File: src/rtl/gpioemu_bus_master_if.sv
// Signal bundle between the gpioemu bus master, its local request/response port,
// and the gpioemu register bus it drives.
interface gpioemu_bus_master_if;
    // Both local ports use valid/ready. A beat transfers on a rising edge where
    // valid && ready. Once valid is high, it and its payload stay stable until
    // that edge. Ready may be high or low independently of valid.
    logic        req_valid;
    logic        req_ready;
    logic [23:0] op_a;
    logic [23:0] op_b;
    logic        rsp_valid;
    logic        rsp_ready;
    logic [31:0] rsp_product;
    logic [23:0] rsp_ones;
    logic        rsp_overflow;
    logic        rsp_timeout;
    logic [15:0] op_count;
    logic [15:0] saddress;
    logic        swr;
    logic        srd;
    logic [31:0] sdata_out;
    logic [31:0] sdata_in;
    logic [3:0]  dbg_state;

    modport master (
        input  req_valid, op_a, op_b, rsp_ready, sdata_in,
        output req_ready, rsp_valid, rsp_product, rsp_ones, rsp_overflow,
               rsp_timeout, op_count, saddress, swr, srd, sdata_out, dbg_state
    );

    modport slave (
        output req_valid, op_a, op_b, rsp_ready, sdata_in,
        input  req_ready, rsp_valid, rsp_product, rsp_ones, rsp_overflow,
               rsp_timeout, op_count, saddress, swr, srd, sdata_out, dbg_state
    );
endinterface

File: src/rtl/gpioemu_bus_master.sv
// Runs one complete gpioemu multiply per request: write both operands, start,
// poll status, read W and L, then return them as a single response beat.
module gpioemu_bus_master #(
    parameter int          STROBE_CYCLES = 2,
    parameter int          POLL_GAP      = 4,
    parameter int          MAX_POLLS     = 16,
    parameter logic [15:0] ADDR_A1       = 16'h037F,
    parameter logic [15:0] ADDR_A2       = 16'h0388,
    parameter logic [15:0] ADDR_CTRL     = 16'h03A0,
    parameter logic [15:0] ADDR_W        = 16'h0390,
    parameter logic [15:0] ADDR_L        = 16'h0398
) (
    input  logic                        clk,
    input  logic                        n_reset,
    gpioemu_bus_master_if.master        bus
);

    typedef enum logic [3:0] {
        IDLE, WR_A1, WR_A2, WR_GO, GAP, RD_STAT, RD_W, RD_L, RESP
    } state_t;

    // Phase 0 is SETUP, 1..STROBE_CYCLES is STROBE, STROBE_CYCLES+1 is HOLD.
    localparam int PW  = $clog2(STROBE_CYCLES + 2);
    localparam int GW  = (POLL_GAP > 1) ? $clog2(POLL_GAP + 1) : 1;
    localparam int PLW = $clog2(MAX_POLLS + 1);
    localparam logic [PW-1:0]  PH_HOLD    = PW'(STROBE_CYCLES + 1);
    localparam logic [PW-1:0]  PH_LAST_ST = PW'(STROBE_CYCLES);
    localparam logic [GW-1:0]  GAP_LAST   = GW'(POLL_GAP - 1);
    localparam logic [PLW-1:0] POLL_LAST  = PLW'(MAX_POLLS - 1);

    state_t          state;
    logic [PW-1:0]   phase;
    logic [GW-1:0]   gap_cnt;
    logic [PLW-1:0]  poll_cnt;
    logic [23:0]     b_q;
    logic [31:0]     w_q;
    logic            ovf_q;
    logic            is_read;
    logic            in_access;

    assign is_read   = (state == RD_STAT) || (state == RD_W) || (state == RD_L);
    assign in_access = (state == WR_A1) || (state == WR_A2) || (state == WR_GO) || is_read;
    assign bus.dbg_state = state;

    always_ff @(posedge clk or negedge n_reset) begin
        if (!n_reset) begin
            state            <= IDLE;
            phase            <= '0;
            gap_cnt          <= '0;
            poll_cnt         <= '0;
            b_q              <= '0;
            w_q              <= '0;
            ovf_q            <= 1'b0;
            bus.req_ready    <= 1'b1;
            bus.rsp_valid    <= 1'b0;
            bus.rsp_product  <= '0;
            bus.rsp_ones     <= '0;
            bus.rsp_overflow <= 1'b0;
            bus.rsp_timeout  <= 1'b0;
            bus.op_count     <= '0;
            bus.saddress     <= '0;
            bus.swr          <= 1'b0;
            bus.srd          <= 1'b0;
            bus.sdata_out    <= '0;
        end else begin
            case (state)
                IDLE: begin
                    if (bus.req_valid) begin
                        b_q           <= bus.op_b;
                        poll_cnt      <= '0;
                        phase         <= '0;
                        bus.req_ready <= 1'b0;
                        bus.saddress  <= ADDR_A1;
                        bus.sdata_out <= {8'h00, bus.op_a};
                        state         <= WR_A1;
                    end
                end

                GAP: begin
                    if (gap_cnt == GAP_LAST) begin
                        phase        <= '0;
                        bus.saddress <= ADDR_CTRL;
                        state        <= RD_STAT;
                    end else begin
                        gap_cnt <= gap_cnt + 1'b1;
                    end
                end

                RESP: begin
                    if (bus.rsp_ready) begin
                        bus.rsp_valid <= 1'b0;
                        bus.req_ready <= 1'b1;
                        if (!bus.rsp_timeout) bus.op_count <= bus.op_count + 16'd1;
                        state <= IDLE;
                    end
                end

                default: begin
                    if (!in_access) begin
                        state <= IDLE;
                    end else if (phase == '0) begin
                        phase <= phase + 1'b1;
                        if (is_read) bus.srd <= 1'b1;
                        else         bus.swr <= 1'b1;
                    end else if (phase != PH_HOLD) begin
                        if (phase == PH_LAST_ST) begin
                            bus.swr <= 1'b0;
                            bus.srd <= 1'b0;
                        end
                        phase <= phase + 1'b1;
                    end else begin
                        // End of HOLD: sample read data, then set up the next step.
                        phase         <= '0;
                        bus.saddress  <= '0;
                        bus.sdata_out <= '0;
                        case (state)
                            WR_A1: begin
                                bus.saddress  <= ADDR_A2;
                                bus.sdata_out <= {8'h00, b_q};
                                state         <= WR_A2;
                            end
                            WR_A2: begin
                                bus.saddress  <= ADDR_CTRL;
                                bus.sdata_out <= 32'h0000_0001;
                                state         <= WR_GO;
                            end
                            WR_GO: begin
                                gap_cnt <= '0;
                                state   <= GAP;
                            end
                            RD_STAT: begin
                                if (bus.sdata_in[1]) begin
                                    ovf_q        <= !bus.sdata_in[0];
                                    bus.saddress <= ADDR_W;
                                    state        <= RD_W;
                                end else if (poll_cnt == POLL_LAST) begin
                                    bus.rsp_product  <= '0;
                                    bus.rsp_ones     <= '0;
                                    bus.rsp_overflow <= 1'b0;
                                    bus.rsp_timeout  <= 1'b1;
                                    bus.rsp_valid    <= 1'b1;
                                    state            <= RESP;
                                end else begin
                                    poll_cnt <= poll_cnt + 1'b1;
                                    gap_cnt  <= '0;
                                    state    <= GAP;
                                end
                            end
                            RD_W: begin
                                w_q          <= bus.sdata_in;
                                bus.saddress <= ADDR_L;
                                state        <= RD_L;
                            end
                            RD_L: begin
                                bus.rsp_product  <= w_q;
                                bus.rsp_ones     <= bus.sdata_in[23:0];
                                bus.rsp_overflow <= ovf_q;
                                bus.rsp_timeout  <= 1'b0;
                                bus.rsp_valid    <= 1'b1;
                                state            <= RESP;
                            end
                            default: state <= IDLE;
                        endcase
                    end
                end
            endcase
        end
    end

endmodule

File: src/flat_wrapper.sv
// flat-port wrapper written by rule: the top's interface ports become plain ports
module gpioemu_bus_master_flat 
#(
    parameter int          STROBE_CYCLES = 2,
    parameter int          POLL_GAP      = 4,
    parameter int          MAX_POLLS     = 16,
    parameter logic [15:0] ADDR_A1       = 16'h037F,
    parameter logic [15:0] ADDR_A2       = 16'h0388,
    parameter logic [15:0] ADDR_CTRL     = 16'h03A0,
    parameter logic [15:0] ADDR_W        = 16'h0390,
    parameter logic [15:0] ADDR_L        = 16'h0398
)
  (clk, n_reset, bus_req_valid, bus_op_a, bus_op_b, bus_rsp_ready, bus_sdata_in, bus_req_ready, bus_rsp_valid, bus_rsp_product, bus_rsp_ones, bus_rsp_overflow, bus_rsp_timeout, bus_op_count, bus_saddress, bus_swr, bus_srd, bus_sdata_out, bus_dbg_state);
  gpioemu_bus_master_if bus_i ();
  input  logic clk;
  input  logic n_reset;
  input wire logic [$bits(bus_i.req_valid)-1:0] bus_req_valid;
  input wire logic [$bits(bus_i.op_a)-1:0] bus_op_a;
  input wire logic [$bits(bus_i.op_b)-1:0] bus_op_b;
  input wire logic [$bits(bus_i.rsp_ready)-1:0] bus_rsp_ready;
  input wire logic [$bits(bus_i.sdata_in)-1:0] bus_sdata_in;
  output wire logic [$bits(bus_i.req_ready)-1:0] bus_req_ready;
  output wire logic [$bits(bus_i.rsp_valid)-1:0] bus_rsp_valid;
  output wire logic [$bits(bus_i.rsp_product)-1:0] bus_rsp_product;
  output wire logic [$bits(bus_i.rsp_ones)-1:0] bus_rsp_ones;
  output wire logic [$bits(bus_i.rsp_overflow)-1:0] bus_rsp_overflow;
  output wire logic [$bits(bus_i.rsp_timeout)-1:0] bus_rsp_timeout;
  output wire logic [$bits(bus_i.op_count)-1:0] bus_op_count;
  output wire logic [$bits(bus_i.saddress)-1:0] bus_saddress;
  output wire logic [$bits(bus_i.swr)-1:0] bus_swr;
  output wire logic [$bits(bus_i.srd)-1:0] bus_srd;
  output wire logic [$bits(bus_i.sdata_out)-1:0] bus_sdata_out;
  output wire logic [$bits(bus_i.dbg_state)-1:0] bus_dbg_state;
  assign bus_i.req_valid = bus_req_valid;
  assign bus_i.op_a = bus_op_a;
  assign bus_i.op_b = bus_op_b;
  assign bus_i.rsp_ready = bus_rsp_ready;
  assign bus_i.sdata_in = bus_sdata_in;
  assign bus_req_ready = bus_i.req_ready;
  assign bus_rsp_valid = bus_i.rsp_valid;
  assign bus_rsp_product = bus_i.rsp_product;
  assign bus_rsp_ones = bus_i.rsp_ones;
  assign bus_rsp_overflow = bus_i.rsp_overflow;
  assign bus_rsp_timeout = bus_i.rsp_timeout;
  assign bus_op_count = bus_i.op_count;
  assign bus_saddress = bus_i.saddress;
  assign bus_swr = bus_i.swr;
  assign bus_srd = bus_i.srd;
  assign bus_sdata_out = bus_i.sdata_out;
  assign bus_dbg_state = bus_i.dbg_state;
  gpioemu_bus_master #(.STROBE_CYCLES(STROBE_CYCLES), .POLL_GAP(POLL_GAP), .MAX_POLLS(MAX_POLLS), .ADDR_A1(ADDR_A1), .ADDR_A2(ADDR_A2), .ADDR_CTRL(ADDR_CTRL), .ADDR_W(ADDR_W), .ADDR_L(ADDR_L)) u_core (.clk(clk), .n_reset(n_reset), .bus(bus_i));
endmodule
File: config.mk
export PLATFORM = sky130hd
export DESIGN_NAME = gpioemu_bus_master_flat
export DESIGN_NICKNAME = d
export VERILOG_FILES = /design/src/rtl/gpioemu_bus_master_if.sv /design/src/rtl/gpioemu_bus_master.sv /design/src/flat_wrapper.sv
export SDC_FILE = /design/constraint.sdc
export NUM_CORES = 1
export LEC_CHECK = 0
export ABC_AREA = 1
export BUFFER_PORTS_ARGS = -buffer_cell sky130_fd_sc_hd__buf_2
export CAP_MARGIN = 15
export CELL_PAD_IN_SITES_DETAIL_PLACEMENT = 0
export CELL_PAD_IN_SITES_GLOBAL_PLACEMENT = 2
export CORE_ASPECT_RATIO = 0.6
export CORE_MARGIN = 4
export CORE_UTILIZATION = 27
export DETAILED_ROUTE_END_ITERATION = 10
export GPL_TIMING_DRIVEN = 0
export HOLD_SLACK_MARGIN = 0.02
export PLACE_DENSITY_LB_ADDON = 0.1
export SETUP_SLACK_MARGIN = 0.02
export SLEW_MARGIN = 15
export SYNTH_ARGS = -nofsm -noshare
export SYNTH_HDL_FRONTEND = slang
export SYNTH_SLANG_ARGS = --single-unit
File: constraint.sdc
create_clock -name clk -period 1.58 [get_ports clk]
set_input_delay 0.237 -clock clk [delete_from_list [all_inputs] [get_ports clk]]
set_output_delay 0.237 -clock clk [all_outputs]
set_load 0.05 [all_outputs]
After elaboration in Yosys (flattened, before gate mapping)
Index checks and enable logic that the tools add are counted.
{"block": "totals", "reg_bits": 197, "latch_bits": 0, "ramBits": 0, "mem_bits_ro": 0, "out_inout_bits": 130, "n_memories": 0}
{"block": "classes", "add_sub_neg": 4, "n_mul": 0, "div": 0, "magnitude_cmp": 0, "n_eq_ne": 36, "shift": 0, "muxes": 73, "bitwise_logic": 8, "reduce_logical": 38}
{"op": "$mux W32", "count": 6}
{"op": "$pmux W32 S2", "count": 2}
{"op": "$pmux W24 S2", "count": 2}
{"op": "$mux W16", "count": 5}
{"op": "$pmux W16 S4", "count": 1}
{"op": "$mux W24", "count": 2}
{"op": "$pmux W16 S3", "count": 1}
{"op": "$mux W5", "count": 7}
{"op": "$mux W4", "count": 8}
{"op": "$ne A2 B2 Y1 const B", "count": 14}
{"op": "$reduce_and A5 Y1", "count": 5}
{"op": "$pmux W4 S6", "count": 1}
{"op": "$reduce_and A8 Y1", "count": 3}
{"op": "$mux W3", "count": 6}
{"op": "$ne A3 B3 Y1 const B", "count": 6}
{"op": "$add A16 B1 Y16 const B", "count": 1}
{"op": "$eq A4 B3 Y1 const B", "count": 4}
{"op": "$mux W1", "count": 16}
{"op": "$reduce_bool A2 Y1", "count": 8}
{"op": "$pmux W3 S2", "count": 2}
{"op": "$pmux W4 S3", "count": 1}
{"op": "$reduce_and A6 Y1", "count": 2}
{"op": "$mux W10", "count": 1}
{"op": "$mux W2", "count": 5}
{"op": "26 further kinds", "count": 50}

Logic depth before layout (Yosys ltp)
{"block": "depth", "depth_word": 8, "mapped_depth": 11, "mapped_depth_nobuf": 10}

Least setup slack after synthesis
Ideal clock, no wire load.
{"block": "synth_path", "path_type": "reg2reg", "start": "reg u_core.state[0], in the netlist u_core.bus.dbg_state[0]", "end": "reg u_core.bus.rsp_product[10]", "setup_time_ns": 0.119, "arrival_ns": 1.730, "required_ns": 1.461, "setup_slack_ns": -0.269, "path_stages_with_launch": 10, "path_cell_list": "dfrtp_1 > inv_2 > nor2_2 > nand2_1 > o21ai_2 > nand2_2 > buf_4 > buf_6 > nand2_1 > nand2_1"}
{"block": "synth_between", "elab_chain_len": 5}
{"item": "start: declaration", "line_no": "gpioemu_bus_master.sv:31", "rtl": "state_t state;"}
{"item": "start signal: assignment", "line_no": "gpioemu_bus_master.sv:47", "rtl": "state <= IDLE;"}
{"item": "start signal: assignment", "line_no": "gpioemu_bus_master.sv:75", "rtl": "state <= WR_A1;"}
{"item": "start signal: assignment", "line_no": "gpioemu_bus_master.sv:83", "rtl": "state <= RD_STAT;"}
{"item": "$eq A4 B1 Y1, or another cell as far along", "line_no": "gpioemu_bus_master.sv:42", "rtl": "assign in_access = (state == WR_A1) || (state == WR_A2) || (state == WR_GO) || is_read;"}
{"item": "$logic_or A1 B1 Y1 (on tied branches) (2 in a row)", "line_no": "gpioemu_bus_master.sv:42, gpioemu_bus_master.sv:41"}
{"item": "$logic_or A1 B1 Y1", "line_no": "gpioemu_bus_master.sv:42"}
{"item": "$reduce_and A7 Y1 (no line)"}
{"item": "end signal: assignment", "line_no": "gpioemu_bus_master.sv:155", "rtl": "bus.rsp_product <= w_q;"}
{"item": "end: declaration", "line_no": "gpioemu_bus_master_if.sv:27", "rtl": "output req_ready, rsp_valid, rsp_product, rsp_ones, rsp_overflow,"}
Several ways; a longest one is shown, not always the timed one.
A chain may end at the register's enable or synchronous reset.

Final worst setup path
{"block": "layout_path", "start": "reg u_core.state[1], in the netlist u_core.bus.dbg_state[1]", "end": "reg u_core.bus.sdata_out[6] (netlist bit)"}
{"block": "layout_between", "elab_chain_len": 6}
{"item": "$eq A4 B2 Y1, or another cell as far along", "line_no": "gpioemu_bus_master.sv:42, gpioemu_bus_master.sv:116"}
{"item": "$pmux W24 S2, or another cell as far along", "line_no": "gpioemu_bus_master.sv:116", "rtl": "case (state)"}
{"item": "$mux W32, or another cell as far along", "line_no": "gpioemu_bus_master.sv:105", "rtl": "end else if (phase != PH_HOLD) begin"}
{"item": "$mux W32 or $logic_or A1 B1 Y1 (tied branches)", "line_no": "gpioemu_bus_master.sv:101, gpioemu_bus_master.sv:42"}
{"item": "$mux W32 or $reduce_bool A2 Y1 (tied branches)"}
{"item": "$pmux W32 S2 or $reduce_and A5 Y1 (tied branches)"}
{"item": "end signal: assignment", "line_no": "gpioemu_bus_master.sv:74", "rtl": "bus.sdata_out <= {8'h00, bus.op_a};"}
{"item": "end signal: assignment", "line_no": "gpioemu_bus_master.sv:119", "rtl": "bus.sdata_out <= {8'h00, b_q};"}
{"item": "end: declaration", "line_no": "gpioemu_bus_master_if.sv:28", "rtl": "rsp_timeout, op_count, saddress, swr, srd, sdata_out, dbg_state"}
Several ways; a longest one is shown, not always the timed one. The select of a mux whose other input is x is not followed.

==> flow_summary.json <==
{
  "htree_levels": 4,
  "timing.final.ws_setup_ns": -0.258,
  "grt_pass1_wl_um": 44900,
  "cap_violations": 0,
  "synth_area_um2": 8220,
  "core_area_um2": 30000,
  "finalClockSkew_ns": 0.0114,
  "combPwrFrac_pct": 56.5,
  "wl_per_cell_um": 16.2,
  "dieHeight_um": 143,
  "peakVddDrop_mv": 1.25,
  "yosysSeqAreaShare_pct": 54.5,
  "max_freq_mhz": 544,
  "clk_latency_ns": 0.45,
  "hold_viol": 0,
  "die-area_um2": 33400,
  "swShare_pct": 48.5,
  "yosys.area_share.adder_pct": 1.22,
  "synthMuxAreaShare_pct": 0,
  "synth_cells": 1028,
  "totalPowerFinal_w": 0.0272,
  "cts_tree": "yes",
  "slew_headroom_pct": 60.3,
  "status": "finished, violations left",
  "leakagePower_nw": 6.70,
  "crit_type": "flip-flop to flip-flop",
  "synth_area_leader_cell": "dfrtp_1",
  "place_hpwl_um": 19700,
  "antenna_found_initial": 1,
  "endpoint_kind": "flip-flop",
  "syn-mean-instance-area_um2": 8.00,
  "finalSetupViolCount": 114,
  "synth_warnings": 0,
  "power_density_nw_per_um2": 2140,
  "synth_top_family_by_area": "simple AND/OR/NAND/NOR gates",
  "synth_compound_area_share_pct": 3.50,
  "vias": 7691,
  "numCtsBuffers": 17,
  "rsz0062_at_grt": "yes",
  "clk_pin_slew_ns": 0.07,
  "portBuffers": 199,
  "initial_core_util_pct": 27.4,
  "period_needed_ns": 1.84,
  "slew_viol_final": 0,
  "drc": 0,
  "grtUsageTotal_pct": 17.6,
  "crit_fanout": 5,
  "synthToLayoutAreaGrowth_pct": 54.7,
  "final.period_utilization_pct": 116,
  "ant_nets": 0,
  "final_common_cell": "nand2_1",
  "cts_buffer_depth": 2,
  "drt-initial-drc-count": 389,
  "drt-pass1-iter-count": 5,
  "clkPwrFrac_pct": 15.5,
  "ioPinCount": 214,
  "switchingPower_w": 0.0132,
  "worst_pin_slew_ns": 0.595,
  "p_int_w": 0.0140,
  "grt_max_degree": 89,
  "gp_congestion": 0.751,
  "cts_sinks": 179,
  "arrival_ns": 2.18,
  "die_x_um": 233,
  "nets": 1460,
  "synth-xor-area-share_pct": 0.958,
  "wirelength_um": 28900,
  "routed_via_density": 4.30,
  "first_global_vias": 7640,
  "required_ns": 1.92,
  "final_layout_size_suffix_gt1_share_pct": 40.8,
  "yosys.area.top_type_share_pct": 54.2,
  "synthSimpleGateAreaFrac_pct": 31.9,
  "cts_root_buf": "clkbuf_16",
  "p_seq_share_pct": 28.0,
  "final_cell_mix": "nand2_1 (347), buf_2 (199), dfrtp_1 (171)",
  "grt-ovfl-total": 0,
  "antennaDiodeCount": 0,
  "whs_ns": 0.0395,
  "hold_path_class": "input port to flip-flop",
  "synth_cell_types": 30,
  "violations": "negative setup slack",
  "synth_seq_cells": 179,
  "rows": 49,
  "synth_area_leaders": "dfrtp_1 (54%), nand2_1 (21%), nand3_1 (6.5%)",
  "startpoint_type": "flip-flop"
}
through the flow:
step	setup TNS [ns]	util [%]	std cells	setup slack (ns)	instance area, µm²
2_1_floorplan	-2.48	-	1041	-0.0819	8350
3_3_place_gp	-602.91	32.9	1648	-3.49	9860
3_5_place_dp	-44.19	33.1	1650	-0.423	9920
4_1_cts	-17.46	40.6	1771	-0.238	12200
5_1_grt	-30.20	42.4	1788	-0.335	12700
6_report	-17.68	42.4	1788	-0.258	12700
power groups by stage:
stage	sequential, W	clock, W	combinational [W]
detailed placement	0.00753	0	0.0113
floorplan	0.0110	0	0.00455
global route	0.00785	0.00460	0.0166
global placement	0.00752	0	0.0113
CTS	0.00753	0.00439	0.0146
finish	0.00761	0.00422	0.0154
path summary, 6_finish.rpt:
path,start,endpoint,slack [ns],depth (start not counted)
max in group asynchronous,n_reset,u_core.w_q[12],0.63,3
worst min-delay path,bus_sdata_in[13],u_core.w_q[13],0.04,3
min in group asynchronous,n_reset,u_core.b_q[19],0.23,2
worst max-delay path,u_core.bus.dbg_state[1],u_core.bus.sdata_out[6],-0.26,11
worst min register to register,u_core.bus.rsp_product[25],u_core.bus.rsp_product[25],0.47,2
worst max register to register,u_core.bus.dbg_state[1],u_core.bus.sdata_out[6],-0.26,11
timing repair:
action / CTS / global route
gates cloned: 12 / 3
buffers inserted: 45 / 22
hold endpoints to repair: 204 / 0
pin swaps: 39 / 52
resized for setup: 187 / 145
endpoints found under the setup margin: 172 / 178
hold buffers: 34 / 0
critical path, cell delays in order (launching register included):
cell	delay (ns)
dfrtp_2	0.41
buf_8	0.15
nor2_4	0.17
nand2_2	0.09
nand2_2	0.08
nand2_2	0.07
nor2_4	0.26
nand2_8	0.11
buf_12	0.16
buf_16	0.14
nand2_2	0.05
nand2_1	0.04
final cells by class:
| cell class | count | area [µm²] |
|---|---|---|
| flip-flops and latches | 179 | 4490 |
| multi-input cells | 727 | 3900 |
| clock buffers | 21 | 460 |
| fillers | 3111 | 17300 |
| plain buffers | 59 | 593 |
| inverters | 75 | 317 |
| well taps | 408 | 510 |
| repair buffers | 309 | 2350 |
| clock inverters | 10 | 100 |
registers in the layout, indices dropped and copies added, names as in the netlist, 2 cells and up:
| register | flops |
|---|---|
| u_core.b_q | 24 |
| u_core.bus.dbg_state | 4 |
| u_core.bus.op_count | 16 |
| u_core.bus.rsp_ones | 24 |
| u_core.bus.rsp_product | 32 |
| u_core.bus.saddress | 6 |
| u_core.bus.sdata_out | 24 |
| u_core.gap_cnt | 3 |
| u_core.phase | 2 |
| u_core.poll_cnt | 5 |
| u_core.w_q | 32 |
Yosys cell counts:
cell        n
a21oi_1     4
a31oi_1     1
buf_1       1
buf_2      16
buf_4      23
buf_6       4
clkbuf_1   17
conb_1      1
dfrtp_1   178
dfstp_2     1
ha_1        8
inv_1      65
inv_2      10
nand2_1   469
nand2_2     4
nand3_1   107
nand3b_1    2
nand4_1     8
nand4_2     2
nor2_1     37
nor2_2      4
nor2_4      3
nor3_1      1
o21a_1      1
o21ai_0    47
o21ai_1     2
o21ai_2     1
or2_2       2
xnor2_1     2
xor2_1      7
per-layer routing:
metal / GRT usage [%] / routed length (µm) / vias to the layer above
li1: - / - / 3880
met1: 26.5 / 14900 / 3664
met2: 25.1 / 12400 / 124
met3: 4.17 / 1230 / 21
met4: 4.68 / 331 / 2
met5: 0 / 12 / -
cell families (layout without fill, tap and decap cells):
logic type                 Yosys count  in the layout
xor gates and xnor gates             9              9
AOI/OAI and AO/OA                   56             56
and+or+nand+nor                    639            640
buffers and inverters              136            474
DFF                                179            179
other                                1             14
adders and majority gates            8              8
(Power assumes the default switching activity.)
